File: src/rtl/d_wbuf.sv
// Write buffer between the write-through D-cache and memory: stores are queued and acked at once,
// drained in order; misses read memory. Define WBUF_FWD_EN for store-to-load forwarding.
module d_wbuf #(
    parameter int unsigned A_WIDTH    = 32,
    parameter int unsigned DEPTH_LOG2 = 2
) (
    input  logic               clk,
    input  logic               rst,
    input  logic [A_WIDTH-1:0] c_a,
    input  logic [31:0]        c_din,
    output logic [31:0]        c_dout,
    input  logic               c_strobe,
    input  logic               c_rw,
    output logic               c_ready,
    output logic [A_WIDTH-1:0] mem_a,
    output logic [31:0]        mem_wdata,
    input  logic [31:0]        mem_rdata,
    output logic               mem_strobe,
    output logic               mem_rw,
    input  logic               mem_ready,
    output logic               wb_empty
);

    localparam int unsigned DEPTH = 1 << DEPTH_LOG2;
    localparam logic [DEPTH_LOG2:0]   CNT_FULL = (DEPTH_LOG2 + 1)'(DEPTH);
    localparam logic [DEPTH_LOG2:0]   CNT_ONE  = (DEPTH_LOG2 + 1)'(1);
    localparam logic [DEPTH_LOG2-1:0] PTR_ONE  = DEPTH_LOG2'(1);

    typedef enum logic [1:0] {IDLE, WRITE, READ} state_t;

    state_t state, state_nxt;

    logic [A_WIDTH-1:0]    addr_q [DEPTH];
    logic [31:0]           data_q [DEPTH];
    logic [DEPTH_LOG2-1:0] wr_ptr, rd_ptr;
    logic [DEPTH_LOG2:0]   count;

    logic full, empty, rd_req, push, pop, read_done;
    logic fwd_hit;
    logic [31:0] fwd_data;

    assign full      = (count == CNT_FULL);
    assign empty     = (count == '0);
    assign rd_req    = c_strobe & ~c_rw;
    assign push      = ~rst & c_strobe & c_rw & ~full;
    assign pop       = (state == WRITE) & mem_ready;
    assign read_done = ~rst & (state == READ) & mem_ready;

`ifdef WBUF_FWD_EN
    // Scan oldest to youngest so the last hit is the youngest matching store.
    always_comb begin
        logic [DEPTH_LOG2-1:0] idx;
        logic                  hit;
        idx      = '0;
        hit      = 1'b0;
        fwd_data = '0;
        for (int unsigned i = 0; i < DEPTH; i++) begin
            idx = rd_ptr + DEPTH_LOG2'(i);
            if (i < 32'(count) && addr_q[idx] == c_a) begin
                hit      = 1'b1;
                fwd_data = data_q[idx];
            end
        end
        fwd_hit = hit & rd_req & ~rst & (state != READ);
    end
`else
    assign fwd_hit  = 1'b0;
    assign fwd_data = '0;
`endif

    always_ff @(posedge clk or posedge rst) begin
        if (rst) state <= IDLE;
        else     state <= state_nxt;
    end

    always_comb begin
        state_nxt = state;
        case (state)
            IDLE: begin
`ifdef WBUF_FWD_EN
                if (rd_req && !fwd_hit)      state_nxt = READ;
                else if (!empty && !fwd_hit) state_nxt = WRITE;
`else
                if (!empty)                  state_nxt = WRITE;
                else if (rd_req)             state_nxt = READ;
`endif
            end
            WRITE:   if (mem_ready) state_nxt = IDLE;
            READ:    if (mem_ready) state_nxt = IDLE;
            default: state_nxt = IDLE;
        endcase
    end

    always_comb begin
        c_ready  = push | read_done | fwd_hit;
        c_dout   = '0;
        if (read_done)    c_dout = mem_rdata;
        else if (fwd_hit) c_dout = fwd_data;
        wb_empty = empty & (state == IDLE);
    end

    always_ff @(posedge clk or posedge rst) begin
        if (rst) begin
            wr_ptr     <= '0;
            rd_ptr     <= '0;
            count      <= '0;
            mem_a      <= '0;
            mem_wdata  <= '0;
            mem_strobe <= 1'b0;
            mem_rw     <= 1'b0;
        end else begin
            if (push) wr_ptr <= wr_ptr + PTR_ONE;
            if (pop)  rd_ptr <= rd_ptr + PTR_ONE;
            if (push && !pop)      count <= count + CNT_ONE;
            else if (pop && !push) count <= count - CNT_ONE;

            if (state == IDLE && state_nxt == WRITE) begin
                mem_a      <= addr_q[rd_ptr];
                mem_wdata  <= data_q[rd_ptr];
                mem_strobe <= 1'b1;
                mem_rw     <= 1'b1;
            end else if (state == IDLE && state_nxt == READ) begin
                mem_a      <= c_a;
                mem_strobe <= 1'b1;
                mem_rw     <= 1'b0;
            end else if (pop || read_done) begin
                mem_strobe <= 1'b0;
            end
        end
    end

    always_ff @(posedge clk) begin
        if (push) begin
            addr_q[wr_ptr] <= c_a;
            data_q[wr_ptr] <= c_din;
        end
    end

endmodule

File: config.mk
export PLATFORM = sky130hd
export DESIGN_NAME = d_wbuf
export DESIGN_NICKNAME = d
export VERILOG_FILES = /design/src/rtl/d_wbuf.sv
export SDC_FILE = /design/constraint.sdc
export NUM_CORES = 1
export LEC_CHECK = 0
export ABC_AREA = 1
export ABC_CLOCK_PERIOD_IN_PS = 7200
export BUFFER_PORTS_ARGS = -buffer_cell sky130_fd_sc_hd__buf_2
export CORE_ASPECT_RATIO = 1.75
export CORE_UTILIZATION = 55
export DETAILED_ROUTE_END_ITERATION = 16
export GPL_ROUTABILITY_DRIVEN = 0
export PLACE_DENSITY = 0.77
export SLEW_MARGIN = 20
export SYNTH_ARGS = -nofsm -noshare
export SYNTH_HDL_FRONTEND = slang
export SYNTH_SLANG_ARGS = --single-unit
File: constraint.sdc
create_clock -name clk -period 7.2 [get_ports clk]
set_clock_uncertainty 0.15 [all_clocks]
set_input_delay 0.72 -clock clk [delete_from_list [all_inputs] [get_ports clk]]
set_output_delay 0.72 -clock clk [all_outputs]
set_load 0.03 [all_outputs]
==> summary.md <==
| Metric | Value |
|---|---|
| Fraction of layout cells with a size suffix above 1 | `0.207` |
| Cts repair resizes | `0` |
| Cell variety after synth | `25` |
| First-pass GRT wire length | `between 40 and 50 mm` |
| TritonCTS clock tree | `built` |
| Critical-path cell list | `inv_1, ha_1, nand3_1, nand2_1, nand2_1, nand4_4, nand2_2, nand3_1, nand2_1` |
| Worst Path Required | `around 7.5 ns` |
| CTS Sinks | `approximately 330` |
| Die Wd | `around 120 µm` |
| GRT Overall Usage | `0.238` |
| Clk slew on worst S/H paths | `~0.070 ns` |
| Initial DRC Count | `~580` |
| Leakage | `between 0.006 and 0.007 µW` |
| Post-CTS Setup Inserts | `0` |
| Syn_nets | `1228` |
| IO Count | `201` |
| Post-DP Area | `around 0.015 mm²` |
| RSZ-0062 raised after global routing | `false` |
| Hold Buf Count CTS | `0` |
| Sequential share of the synthesized area | `0.717` |
| Largest net degree at the start of global routing | `86` |
| Relative slew slack | `0.271` |
| Kind of critical path | `reg2reg` |
| TritonRoute pass-1 iters | `4` |
| Vias in the first global route | `8965` |
| CP Buf/Inv Count | `1` |
| TNS Setup | `0 ns` |
| Final Critical Period | `between 3 and 4 ns` |
| Hold Vio Cnt, Final | `0` |
| HP Class | `in2async` |
| Synth Instances | `1117` |
| CP endpoint kind | `register` |
| Maximum fanout along the worst path | `67` |
| Via density | `about 5.5` |
| Port-buffer cells | `200` |
| Setup crit start | `state[1]` |
| Worst Path Arrival | `3.93 ns` |
| DR WL/cell | `approximately 18 µm` |
| Initial antenna violation count | `5` |
| Crit start category | `register` |
| Worst skew pair latency | `between 0.5 and 0.6 ns` |
| Max stage delay cell, worst path | `nand2_2` |
| P&R area growth vs syn | `15.8%` |
| Worst-Margin Slew | `1.09 ns` |
| Wirelength, routed | `just under 30 mm` |
| H-tree levels | `1` |
| CTS max path bufs | `3` |
| Post-Syn Area | `between 0.01 and 0.015 mm²` |
| Hpwl dp | `about 17 mm` |
| Mean post-synth cell area | `roughly 12 µm²` |
| Chip Height | `between 200 and 250 µm` |
| Worst r2r src | `state[1]` |
| Fin crit share | `0.502` |
| Die ar. | `0.0249 mm²` |
| Ys Warns | `0` |
| Top cell by count, worst path | `nand2_1` |
| Row cnt | `75` |
| GR Overflow Total | `0` |
| Initial Utilization | `0.558` |
| Fmax | `between 200 and 300 MHz` |
| Slew Viols, Final | `0` |
| Vias | `roughly 9.0k` |
| Seq cells post-synth | `331` |
| CP top delay family | `simple AND/OR/NAND/NOR gates` |
| Total Nets Final | `1400` |
| VDD IR max | `a little under 0.0003 V` |
| Max-cap violations | `0` |
| Core area | `between 0.02 and 0.025 mm²` |
| Endpoints failing setup | `0` |
| Post-DRT Antenna Nets | `0` |
| Fillers | `1816` |
| Finished Core Util | `0.646` |
| DR DRC count | `0` |
| CTS Root Cell | `clkbuf_16` |
| Largest stage delay, worst path | `approximately 0.96 ns` |
| Status | `finished clean` |
| Final Cell Area | `roughly 0.015 mm²` |
| CTS buffer count | `28` |
| Power Dens Cells | `just over 400 mW/mm²` |
[power breakdown]
part           leakage [µW]  switching (µW)  internal [µW]
combinational       0.00264            1670            682
clock              0.000449             651            828
sequential          0.00322             161           2360
total               0.00631            2480           3870
[cell usage in the layout, fill, tap and decap left out, types with 2 or more instances in the layout]
master     netlist  final
nand2_2          4      4
clkbuf_16        0     29
buf_4           10     11
o22ai_1         32     32
inv_2            1      2
o21ai_0        130    130
inv_1           52     49
dfrtp_1         75     73
diode_2          0      4
bufinv_16        0      2
a21oi_1          3      3
clkinv_2         0      9
nor2_4           1      5
nand3_1         69     68
clkbuf_8         0      2
edfxtp_1       256    256
clkbuf_1        38      5
nand2_1        176    176
clkinv_1         0      5
ha_1             9      9
xor2_1           3      3
o22a_1          32     32
o21bai_1        32     32
nor2_1         168    164
buf_2           20    200
[cells in the mapped netlist]
cell type	number	share of area
inv_2	1	0.00028
xnor2_1	1	0.00066
nor2_1	168	0.047
xor2_1	3	0.0020
clkbuf_1	38	0.011
buf_2	20	0.0075
ha_1	9	0.0084
o21bai_1	32	0.018
o22a_1	32	0.021
buf_4	10	0.0056
buf_1	1	0.00028
nor2_4	1	0.00084
dfrtp_1	75	0.14
o21ai_0	130	0.049
nand2_1	176	0.050
fa_1	1	0.0015
nand4_1	1	0.00047
a21oi_1	3	0.0011
nand3_1	69	0.026
edfxtp_1	256	0.58
nand4_2	1	0.00094
nand2_2	4	0.0019
o22ai_1	32	0.015
mux2_2	1	0.00084
inv_1	52	0.015
[cell families after synthesis]
group,synth area share
compound gates,0.104
xor+xnor,0.00263
fa+ha+maj,0.00994
buf+inv,0.0390
flops,0.717
mux,0.000844
simple gates,0.127
[final cells by class]
cell class,instances,area [µm²],area share
flip-flops and latches,331,9570,0.619
multi-input cells,664,3300,0.214
repair buffers,211,1080,0.0701
clock buffers,36,772,0.0500
well taps,308,385,0.0249
inverters,53,203,0.0131
clock inverters,16,128,0.00826
diodes,4,10.0,0.000648
[routing by layer]
metal / track usage / part of all wire / vias up
met3: 0.0280 / 0.042 / 60
li1: - / - / 4257
met1: 0.279 / 0.38 / 4430
met4: 0.0897 / 0.036 / 2
met2: 0.439 / 0.54 / 239
met5: 0 / 0.00027 / -
[final timing paths]
kind / end / slack (ns) / cells past startpoint
max: mem_a[11] / 3.59 / 9
min: mem_strobe / 0.10 / 2
max reg2reg: mem_a[11] / 3.59 / 9
min reg2reg: mem_wdata[2] / 0.32 / 2
max in group asynchronous: mem_wdata[23] / 5.74 / 3
min in group clk: data_q[2][2] / 0.24 / 1
[flip-flops by register name, indices dropped and copies added (netlist names)]
| signal | count |
|---|---|
| addr_q | 128 |
| data_q | 128 |
| mem_a | 32 |
| mem_wdata | 32 |
| count | 3 |
| rd_ptr | 2 |
| state | 2 |
| wr_ptr | 2 |
| mem_rw | 1 |
| mem_strobe | 1 |
[per-stage QoR]
| stage | total power [µW] | instances | hold slack [ns] | setup slack [ns] |
|---|---|---|---|---|
| after floorplan | 4260 | 1117 | 0.354 | 0.916 |
| after CTS | 6390 | 1619 | 0.113 | 3.44 |
| after detailed placement | 4910 | 1567 | 0.304 | 3.16 |
| final | 6360 | 1623 | 0.102 | 3.59 |
| after global routing | 6700 | 1622 | 0.155 | 3.28 |
| after global placement | 4840 | 1567 | 0.299 | 3.23 |
No activity file was read; power rests on OpenSTA's default activity.
